## src/rtl/regfile_wb_arbiter.sv

```systemverilog
// regfile_wb_arbiter: shares the register-file write port between the in-order
// writeback stage and a long-latency unit. It tracks pending long destinations
// to stall decode on RAW/WAW hazards, and buffers long results in a small FIFO.
// Optional build macro ARB_TRACE_EN adds $display tracing of rf writes and stalls.
module regfile_wb_arbiter #(
  parameter int unsigned NREG       = 32,
  parameter int unsigned AW         = 5,
  parameter int unsigned DW         = 32,
  parameter int unsigned FIFO_DEPTH = 2,
  parameter int unsigned STARVE_MAX = 4
) (
  input  logic            clk,
  input  logic            rst,
  input  logic            issue_valid,
  input  logic            issue_long,
  input  logic [AW-1:0]   issue_dest,
  input  logic [AW-1:0]   id_rs,
  input  logic [AW-1:0]   id_rt,
  output logic            stall,
  input  logic            wb_valid,
  input  logic [AW-1:0]   wb_reg,
  input  logic [DW-1:0]   wb_data,
  output logic            wb_ready,
  input  logic            lu_valid,
  input  logic [AW-1:0]   lu_reg,
  input  logic [DW-1:0]   lu_data,
  output logic            lu_ready,
  output logic            rf_reg_write,
  output logic [AW-1:0]   rf_write_reg,
  output logic [DW-1:0]   rf_write_data,
  output logic [NREG-1:0] pending
);

  localparam int unsigned PW = $clog2(FIFO_DEPTH);
  localparam int unsigned SW = $clog2(STARVE_MAX + 1);
  localparam logic [SW-1:0] STARVE_LIM = SW'(STARVE_MAX);

  typedef enum logic [1:0] {GNT_NONE, GNT_WB, GNT_LU} gnt_e;

  logic [AW-1:0]   fifo_reg_q  [FIFO_DEPTH];
  logic [DW-1:0]   fifo_data_q [FIFO_DEPTH];
  logic [PW:0]     wr_ptr_q, wr_ptr_d, rd_ptr_q, rd_ptr_d;
  logic [SW-1:0]   starve_q, starve_d;
  logic [NREG-1:0] pending_q, pending_d;
  logic            rf_we_q, rf_we_d;
  logic [AW-1:0]   rf_reg_q, rf_reg_d;
  logic [DW-1:0]   rf_data_q, rf_data_d;
  logic            fifo_empty, fifo_full, starved, push, pop, issue_set;
  gnt_e            gnt;

  assign fifo_empty    = (wr_ptr_q == rd_ptr_q);
  assign fifo_full     = (wr_ptr_q[PW] != rd_ptr_q[PW]) &&
                         (wr_ptr_q[PW-1:0] == rd_ptr_q[PW-1:0]);
  assign lu_ready      = !fifo_full;
  assign pending       = pending_q;
  assign rf_reg_write  = rf_we_q;
  assign rf_write_reg  = rf_reg_q;
  assign rf_write_data = rf_data_q;

  // Decode hazard detection against outstanding long-latency destinations.
  always_comb begin
    stall = 1'b0;
    if (id_rs != '0 && pending_q[id_rs]) stall = 1'b1;
    if (id_rt != '0 && pending_q[id_rt]) stall = 1'b1;
    if (issue_valid && issue_long && issue_dest != '0 && pending_q[issue_dest])
      stall = 1'b1;
    issue_set = issue_valid && issue_long && !stall && issue_dest != '0;
  end

  // Write-port arbitration, FIFO pointer, starvation and scoreboard next state.
  always_comb begin
    starved  = !fifo_empty && (starve_q == STARVE_LIM);
    gnt      = GNT_NONE;
    if (starved)          gnt = GNT_LU;
    else if (wb_valid)    gnt = GNT_WB;
    else if (!fifo_empty) gnt = GNT_LU;
    wb_ready = !starved;
    pop      = (gnt == GNT_LU);
    // Register-0 results complete the handshake but are dropped here.
    push     = lu_valid && lu_ready && lu_reg != '0;

    wr_ptr_d = push ? wr_ptr_q + 1'b1 : wr_ptr_q;
    rd_ptr_d = pop  ? rd_ptr_q + 1'b1 : rd_ptr_q;

    starve_d = starve_q;
    if (fifo_empty || pop)                          starve_d = '0;
    else if (gnt == GNT_WB && starve_q != STARVE_LIM) starve_d = starve_q + 1'b1;

    // Clear is applied before set so a same-edge issue to the register wins.
    pending_d = pending_q;
    if (pop)       pending_d[fifo_reg_q[rd_ptr_q[PW-1:0]]] = 1'b0;
    if (issue_set) pending_d[issue_dest] = 1'b1;
    pending_d[0] = 1'b0;

    rf_we_d   = 1'b0;
    rf_reg_d  = rf_reg_q;
    rf_data_d = rf_data_q;
    case (gnt)
      GNT_WB: begin
        rf_we_d   = (wb_reg != '0);
        rf_reg_d  = wb_reg;
        rf_data_d = wb_data;
      end
      GNT_LU: begin
        rf_we_d   = 1'b1;
        rf_reg_d  = fifo_reg_q[rd_ptr_q[PW-1:0]];
        rf_data_d = fifo_data_q[rd_ptr_q[PW-1:0]];
      end
      default: ;
    endcase
  end

  // Control state and registered write-port outputs.
  always_ff @(posedge clk or posedge rst) begin
    if (rst) begin
      wr_ptr_q  <= '0;
      rd_ptr_q  <= '0;
      starve_q  <= '0;
      pending_q <= '0;
      rf_we_q   <= 1'b0;
      rf_reg_q  <= '0;
      rf_data_q <= '0;
    end else begin
      wr_ptr_q  <= wr_ptr_d;
      rd_ptr_q  <= rd_ptr_d;
      starve_q  <= starve_d;
      pending_q <= pending_d;
      rf_we_q   <= rf_we_d;
      rf_reg_q  <= rf_reg_d;
      rf_data_q <= rf_data_d;
    end
  end

  // FIFO storage; contents are qualified by the pointers, so no reset is needed.
  always_ff @(posedge clk) begin
    if (push) begin
      fifo_reg_q[wr_ptr_q[PW-1:0]]  <= lu_reg;
      fifo_data_q[wr_ptr_q[PW-1:0]] <= lu_data;
    end
  end

`ifdef ARB_TRACE_EN
  logic trace_src_lu_q;

  // Remember which source produced the write currently on the rf port.
  always_ff @(posedge clk or posedge rst) begin
    if (rst) trace_src_lu_q <= 1'b0;
    else     trace_src_lu_q <= (gnt == GNT_LU);
  end

  // Trace rf writes and decode stalls.
  always @(posedge clk) begin
    if (!rst && rf_we_q)
      $display("arb: rf write src=%s reg=%0d data=%h",
               trace_src_lu_q ? "LU" : "WB", rf_reg_q, rf_data_q);
    if (!rst && stall)
      $display("arb: stall rs=%0d rt=%0d pending=%h", id_rs, id_rt, pending_q);
  end
`endif

endmodule
```

## config.mk

```make
export PLATFORM = sky130hd
export DESIGN_NAME = regfile_wb_arbiter
export DESIGN_NICKNAME = d
export VERILOG_FILES = /design/src/rtl/regfile_wb_arbiter.sv
export SDC_FILE = /design/constraint.sdc
export NUM_CORES = 1
export LEC_CHECK = 0
export BUFFER_PORTS_ARGS = -buffer_cell sky130_fd_sc_hd__buf_2
export CAP_MARGIN = 20
export CORE_MARGIN = 2
export CORE_UTILIZATION = 40
export CTS_BUF_LIST = sky130_fd_sc_hd__clkbuf_8
export DETAILED_ROUTE_END_ITERATION = 12
export SETUP_SLACK_MARGIN = 0.2
export SLEW_MARGIN = 20
export SYNTH_ARGS = -nofsm -noshare
export SYNTH_HDL_FRONTEND = slang
export SYNTH_SLANG_ARGS = --single-unit
```

## constraint.sdc

```tcl
create_clock -name clk -period 9.1 [get_ports clk]
set_input_delay 1.82 -clock clk [delete_from_list [all_inputs] [get_ports clk]]
set_output_delay 1.82 -clock clk [all_outputs]
set_load 0.01 [all_outputs]
```

-- Word-level counts from Yosys, hierarchy flattened
Memories as Yosys holds them, arrays and structs flattened.
Index checks and enable logic that the tools add are counted.
- equality and inequality tests: 7
- multiplexer cells: 25
- order comparisons: 6
- add/subtract/negate cells: 3
- bitwise logic cells: 3
- reductions and logical operators: 26
- operators with widths (operator ; number):
    $mux 32 ; 2
    $pmux 32 s2 ; 1
    $and 32x32->32 ; 1
    $not 32->32 ; 1
    $or 32x32->32 ; 1
    $reduce_bool 5->1 ; 5
    $lt 5x6->1 const B ; 4
    $bmux 1 s5 ; 3
    $logic_and 1x1->1 ; 14
    $demux 1 s5 ; 2
    $ge 5x1->1 const B ; 2
    $mux 1 ; 10
    $pmux 5 s2 ; 1
    $mux 2 ; 3
    $mux 3 ; 2
    $add 2x1->2 const B ; 2
    $logic_not 1->1 ; 4
    $reduce_bool 2->1 ; 2
    $add 3x1->3 const B ; 1
    $eq 3x3->1 const B ; 1
    $ne 3x3->1 const B ; 1
    $eq 2x1->1 const B ; 1
    $eq 2x2->1 ; 1
    $eq 2x2->1 const B ; 1
    other kinds (4) ; 4
- memories kept: 2
- logic and storage cells: 79
- bits in registers: 76
- RAM bits: 74
- memories (memory ; depth ; width ; rd ports ; clocked after memory_dff ; write ports ; RTL line ; source):
    fifo_data_q ; 2 ; 32 ; 1 ; 0 ; 1 ; 41 ; logic [DW-1:0] fifo_data_q [FIFO_DEPTH];
    fifo_reg_q ; 2 ; 5 ; 1 ; 0 ; 1 ; 40 ; logic [AW-1:0] fifo_reg_q [FIFO_DEPTH];

-- Depth between registers and ports, before layout
Gate-level depths: netlist of the first run.
- depth in word-level cells: 10
- gate-level depth with buffers: 12
- mapped depth without buffers: 10

-- Least setup slack after synthesis of the first run
Ideal clock, no wire load.
- path kind: in2out
- start: in id_rs[0]
- end: out stall
- stages on the path: 7
- arrival time: 3396 ps
- required time: 7280 ps
- path slack: 3884 ps
- cell sequence: buf_4 -> mux4_2 -> mux2_2 -> nand3_1 -> nand3_1 -> a311o_1 -> buf_2
- word-level cells in the longest chain between the ends: 6
- RTL lines (element ; RTL line ; source):
    start: declaration ; 17 ; input logic [AW-1:0] id_rs,
    $bmux 1 s5 ; 63 ; if (id_rs != '0 && pending_q[id_rs]) stall = 1'b1;
    $mux 1 (implied by the code) ; 63 ;
    $logic_and 1x1->1 * ; 63 ;
    $mux 1 * ; 63 ;
    $mux 1 * ; 64 ; if (id_rt != '0 && pending_q[id_rt]) stall = 1'b1;
    $mux 1 * ; 65 ; if (issue_valid && issue_long && issue_dest != '0 && pending_q[issue_dest])
    end: declaration ; 19 ; output logic stall,
Every way passes the cells marked *; elsewhere a longest branch is shown, timed or not. The select of a mux whose other input is x is not followed.

-- Worst setup path in the final report of the first run
- start: in issue_dest[1]
- end: out stall
- word-level cells in the longest chain between the ends: 4
- RTL lines (element ; RTL line ; source):
    start: declaration ; 16 ; input logic [AW-1:0] issue_dest,
    $bmux 1 s5 / $reduce_bool 5->1 (equally long branches) ; 65 ;
    $mux 1 (implied by the code) / $logic_and 1x1->1 (equally long branches) ; 65 ;
    $logic_and 1x1->1 * ; 65 ;
    $mux 1 * ; 65 ;
Marked as above.

==> run summary, run 1 <==
Total power: 2.69 mW
Cts hold-fix bufs: 0
GRT Total Usage: 0.208
GPL Wtd Cong: 0.927
Clk buf depth: 2
Clk_skew: 0.0134 ns
Hold WS: 0.486 ns
Pre-CTS setup slack: 3.38 ns
Top cells by area, synth: edfxtp_1 31%, dfrtp_1 27%, o21ai_0 8.2%
Cells after Synth: 618
Count leader, synth: o21ai_0
I/O Buffers: 166
HPWL Detailed: 13,200 um
Root buf cell: clkbuf_8
DRT iter0 DRCs: 426
Sequential area share after synthesis: 0.581
Yosys warnings: 0
Setup TNS Final: 0 ns
Worst Setup End Kind: primary output
Async SR Flop Fraction: 0.507
Syn_nets: 717
Clock slew at reported path FFs: 0.07 ns
CTS sink count: 150
Area of the multi-input gates: 2780 um^2
Synth Cell Area: 7100 um^2
FF-to-FF End: pending[8]
First-pass GRT wire length: 29,600 um
Layout cells sized above 1: 0.294
Seq cells post-synth: 150
Setup crit start kind: input pin
Die Span Y: 137 um
Worst Tran Pin Value: 1.04 ns
Share of the synthesized area in the top cell type: 0.313
Ports: 168
Setup Buffers After CTS: 0
Final WS setup: 3.35 ns
Worst hold path cell count: 1
# fillers: 1,623
Worst R2R Path Depth: 10
RSZ-0062 raised after global routing: false
CP endpoint: stall
Most common cell on crit path: buf_2
Critical path depth: 8
Via Count: 5,401
Slew headroom: 0.304
Die Area: 18,800 um^2
Die X: 137 um
Final #Nets: 865
CTS tree: built
FF/Latch Area: 4130 um^2
Synth top cells by count: 117 x o21ai_0, 98 x nand2_1, 76 x dfrtp_1, 74 x edfxtp_1, 53 x mux2i_1
CP top delay family: buffers and inverters
Worst vdd ir: 0.197 mV
Initial Util: 0.410
Number of flops mapped to enable cells by yosys: 74
Clk_lat worst skew: 0.43 ns
Total grt overflow: 0
Avg WL per Cell: 18.9 um
# DRC: 0
Cell taking the most area after synthesis: edfxtp_1
Status: finished clean
CTS H-tree depth: 4
Fmax achieved: 174 MHz
Post-Syn Area per Cell: 11.5 um^2
Antenna Nets Post-Route: 0
Power per cell area: 316 nW/um^2
Final setup viols: 0
Crit-path cells: buf_2, mux2_2, a32o_1, o21ai_0, o2111ai_1, a311o_1, buf_4, buf_2
Rows: 48
Max FFs per register: 64
Worst path max stage delay: 0.46 ns
WL final: 18,900 um
Worst path buffer plus inverter count: 3
Reg-to-Reg Start: rd_ptr_q[0]
Critical path required time: 7.28 ns
Period utilization: 0.631
DRT Pass-1 Iters: 5
Crit path DAT: 3.93 ns
R2r setup slk: 5.46 ns
CP Class: in2out
Tmin final: 5.75 ns
Antenna fix cells: 0
Max-cap violation count: 0
Core ar.: 17,300 um^2
Via density: 5.38
Max-slew violation count: 0
Final hold violations: 0
Area Overhead vs Synth: 19.9%
Hold Crit Class: reg2reg
Synth cell types: 54
Critical path's slowest cell: buf_2
Post-cts resize count: 0
Crit path from: issue_dest[1]
Initial antenna violation count: 3
Largest net degree at the start of global routing: 83
Vias in the first global route: 5,390
Crit path max fanout: 32
Top_reg_cell synth: dfrtp_1
Leakage: 3.57 nW
Clock buffer count from CTS: 17
==> worst min-delay path by stage <==
stage,startpoint,endpoint
floorplan,wr_ptr_q[1],wr_ptr_q[1]
global placement,rf_write_data[20],rf_write_data[20]
detailed placement,rf_write_reg[0],rf_write_reg[0]
CTS,wr_ptr_q[1],wr_ptr_q[1]
global route,rf_write_data[5],rf_write_data[5]
finish,wr_ptr_q[1],wr_ptr_q[1]
==> where the power goes <==
group,switching [mW],internal [mW],total [mW]
clock network,0.240,0.268,0.509
logic,0.615,0.403,1.02
registers,0.181,0.986,1.17
==> placed cells by master, fill, tap and decap left out, types with 7 or more instances in the layout <==
cell type,netlist,routed
a21oi_1,7,7
buf_2,6,166
clkbuf_8,0,17
dfrtp_1,76,75
edfxtp_1,74,74
inv_1,7,9
mux2i_1,53,53
mux4_2,12,12
nand2_1,98,98
nand2b_1,7,7
nand3_1,10,10
nor2_1,13,11
nor2b_1,7,7
o21ai_0,117,117
o31ai_1,17,17
==> per-layer routing <==
| layer | track usage | vias to the layer above | wire length [um] |
|---|---|---|---|
| met5 | 0 | - | 27 |
| met4 | 0.0722 | 4 | 337 |
| met3 | 0.0589 | 27 | 1190 |
| met2 | 0.326 | 182 | 9050 |
| met1 | 0.279 | 2612 | 8340 |
| li1 | - | 2576 | - |
==> worst reg2reg max path, stage by stage, from the launching register on <==
cell and delay, ns:
dfrtp_2 0.34, buf_4 0.56, xor2_1 0.27, nor2_1 0.14, or2_2 0.32, nand2_1 0.14, ha_4 0.14, buf_4 0.57
nand3_1 0.58, o21ai_0 0.27, o21ai_0 0.14
==> area by class of cell <==
cell class | count | area share
timing repair buffer | 172 | 0.106
multi-input combinational | 418 | 0.326
clock buffer | 17 | 0.0275
sequential | 150 | 0.485
tap | 225 | 0.0331
clock inverter | 14 | 0.0187
inverter | 7 | 0.00323
==> cell families (layout without fill, tap and decap cells) <==
kind of cell / Yosys count / after routing / share of synthesized area
other: 1 / 1 / 0.000528
AND/OR/NAND/NOR: 172 / 172 / 0.116
XOR/XNOR: 7 / 7 / 0.00864
adder cells (fa/ha/maj): 4 / 4 / 0.00705
flip-flops: 150 / 150 / 0.581
multiplexers: 71 / 71 / 0.122
buffers and inverters: 50 / 210 / 0.0317
AO/OA/AOI/OAI: 163 / 163 / 0.133
==> per-stage QoR <==
step,utilization,cells,instance area [um^2]
global route,0.492,1003,8510
finish,0.492,1003,8510
floorplan,-,618,7100
detailed placement,0.467,971,8080
CTS,0.490,1002,8480
global placement,0.466,970,8060
Note: power is estimated with default switching activity, not from simulation.
==> inputs of run 2 (changes only) <==
--- a/config.mk
+++ b/config.mk
@@ -5,6 +5,7 @@
 export SDC_FILE = /design/constraint.sdc
 export NUM_CORES = 1
 export LEC_CHECK = 0
+export ABC_AREA = 1
 export BUFFER_PORTS_ARGS = -buffer_cell sky130_fd_sc_hd__buf_2
 export CAP_MARGIN = 20
 export CORE_MARGIN = 2
==> constraint.sdc (replaced) <==
create_clock -name clk -period 5.5 [get_ports clk]
set_input_delay 1.1 -clock clk [delete_from_list [all_inputs] [get_ports clk]]
set_output_delay 1.1 -clock clk [all_outputs]
set_load 0.01 [all_outputs]
==> run 2 against run 1 <==
Via count rose by 18%. Wire length rose by 10%. Utilization fell by 1.2 points. Worst setup slack got worse by 2.3 ns. Synthesized cell count rose by 34%. Hold slack improved by 0.013 ns. Non-clock buffer count did not move. Sequential share of layout area fell by 0.68 points. Clock power rose by 66%. Largest cell class unchanged. Largest power group unchanged. Highest routed layer unchanged.
==> run summary, run 2 <==
Commonest cells after routing, fill and taps aside: 255 x nand2_1, 166 x buf_2, 81 x nor2_1
CTS H-tree depth: 4
Synth cell types: 34
Fmax achieved: 226 MHz
Top cells by area, synth: edfxtp_1 30%, dfrtp_1 26%, nand2_1 13%
Via density: 5.17
Crit path DAT: 3.33 ns
Switching Power: 1.79 mW
First-pass GRT wire length: 32,800 um
Initial antenna violation count: 3
Number of flops mapped to enable cells by yosys: 74
Total grt overflow: 0
Syn_nets: 929
Largest net degree at the start of global routing: 60
Synth Cell Area: 7300 um^2
Final #Nets: 1,084
Crit path max fanout: 32
Hold WS: 0.499 ns
Clock buffer count from CTS: 17
Post-Layout Cell Count: 1,229
Clk buf depth: 2
Seq pwr share: 0.444
Die X: 139 um
WL final: 20,900 um
Hold Crit Class: reg2reg
Final setup viols: 0
Cells after Synth: 830
Async SR Flop Fraction: 0.507
Top_reg_cell synth: dfrtp_1
Total power: 4.28 mW
DRT iter0 DRCs: 555
CTS sink count: 150
I/O Buffers: 166
Worst R2R Path Depth: 11
Power per cell area: 497 nW/um^2
Post-cts resize count: 0
Worst Setup End Kind: primary output
Clk_skew: 0.0148 ns
# DRC: 0
Layout cells sized above 1: 0.224
Via Count: 6,355
R2r setup slk: 2.39 ns
Slew headroom: 0.288
Combinational Power Share: 0.359
DRT Pass-1 Iters: 5
Critical path's slowest cell: inv_1
Setup TNS Final: 0 ns
Sequential area share after synthesis: 0.565
HPWL Detailed: 14,500 um
Area Overhead vs Synth: 18.2%
Worst vdd ir: 0.261 mV
Synth Area in Compound Gates: 0.0877
Tmin final: 4.43 ns
Setup Buffers After CTS: 0
Portion of netlist area occupied by mux cells: 0.00137
Initial Util: 0.406
Clk_lat worst skew: 0.45 ns
Cts hold-fix bufs: 0
Final hold violations: 0
Share of the synthesized area in the top cell type: 0.304
Seq cells post-synth: 150
Vias in the first global route: 5,927
Critical path required time: 4.40 ns
Cell taking the most area after synthesis: edfxtp_1
RSZ-0062 raised after global routing: false
Pint: 2.50 mW
Synth top cells by count: 255 x nand2_1, 84 x nor2_1, 76 x dfrtp_1, 74 x edfxtp_1, 62 x inv_1
Pre-CTS setup slack: 1.16 ns
CTS tree: built
Largest family of logic cells by synthesized area: simple AND/OR/NAND/NOR gates
GRT Total Usage: 0.217
Synth Area in XOR/XNOR: 0.00840
Max-cap violation count: 0
Period utilization: 0.805
Die Span Y: 139 um
Post-Syn Area per Cell: 8.80 um^2
Worst hold path cell count: 1
Commonest non-fill, non-tap cell in the layout: nand2_1
Yosys warnings: 0
Avg WL per Cell: 17.0 um
Clock slew at reported path FFs: 0.08 ns
Die Area: 19,300 um^2
Adder-cell share of the synthesized area: 0.00686
Clock Power Share: 0.197
Crit-path cells: buf_2, nor2_4, inv_1, o211ai_1, inv_1, nand2_2, nand2_1, buf_2
Switching power share of the total: 0.417
Antenna Nets Post-Route: 0
Post-synthesis simple-gate area fraction: 0.260
Leakage: 3.89 nW
Max FFs per register: 64
Cells after DPL: 1,195
Root buf cell: clkbuf_8
CP Class: in2out
Max-slew violation count: 0
Worst Tran Pin Value: 1.06 ns
Ports: 168
Worst path max stage delay: 0.68 ns
Status: finished clean
Count leader, synth: nand2_1
Core ar.: 18,000 um^2
Final WS setup: 1.07 ns
Setup crit start kind: input pin
GPL Wtd Cong: 0.895
Rows: 49
==> run 2: final cells by class <==
cell class | count | area [um^2]
fillers | 1783 | 9340
flip-flops and latches | 150 | 4120
multi-input cells | 577 | 2690
repair buffers | 172 | 876
well taps | 229 | 287
inverters | 67 | 253
clock buffers | 17 | 234
clock inverters | 15 | 160
diodes | 2 | 5.00
==> run 2: worst paths after layout <==
path                               start               end
max                        issue_dest[0]             stall
min                          rd_ptr_q[1]       rd_ptr_q[1]
max reg2reg                  rd_ptr_q[0]  rf_write_data[4]
min reg2reg                  rd_ptr_q[1]       rd_ptr_q[1]
max in group asynchronous            rst        pending[8]
min in group asynchronous            rst  rf_write_data[9]
==> run 2: cell families after synthesis <==
family          after synthesis
other cells                   1
fa+ha+maj                     4
compound gates              118
mux                           1
simple gates                446
xor+xnor                      7
buf+inv                     103
flops                       150
==> run 2: power by group through the flow <==
stage / Sequential, mW / Combinational, mW / Clock (mW)
global placement: 1.92 / 1.54 / 0
global route: 1.94 / 1.73 / 0.919
detailed placement: 1.92 / 1.55 / 0
floorplan: 1.92 / 0.890 / 0
CTS: 1.90 / 1.55 / 0.864
finish: 1.90 / 1.54 / 0.843
==> run 2: metrics by stage <==
step / instance area (um^2) / util
finish: 8630 / 0.480
global route: 8630 / 0.480
detailed placement: 8230 / 0.458
global placement: 8230 / 0.458
CTS: 8620 / 0.480
floorplan: 7300 / -
==> run 2: routing by layer <==
layer | global-route usage | share of wire | vias to the layer above
met4 | 0.0675 | 0.016 | 2
met3 | 0.0670 | 0.082 | 31
met2 | 0.341 | 0.47 | 247
met1 | 0.291 | 0.43 | 2971
li1 | - | - | 3104
met5 | 0 | 0.00053 | -
==> run 2: critical path, delay by kind of cell <==
family / cells / cell delay [ns]
AOI/OAI and AO/OA: 1 / 0.13
buffers and inverters: 4 / 1.26
and+or+nand+nor: 3 / 0.83
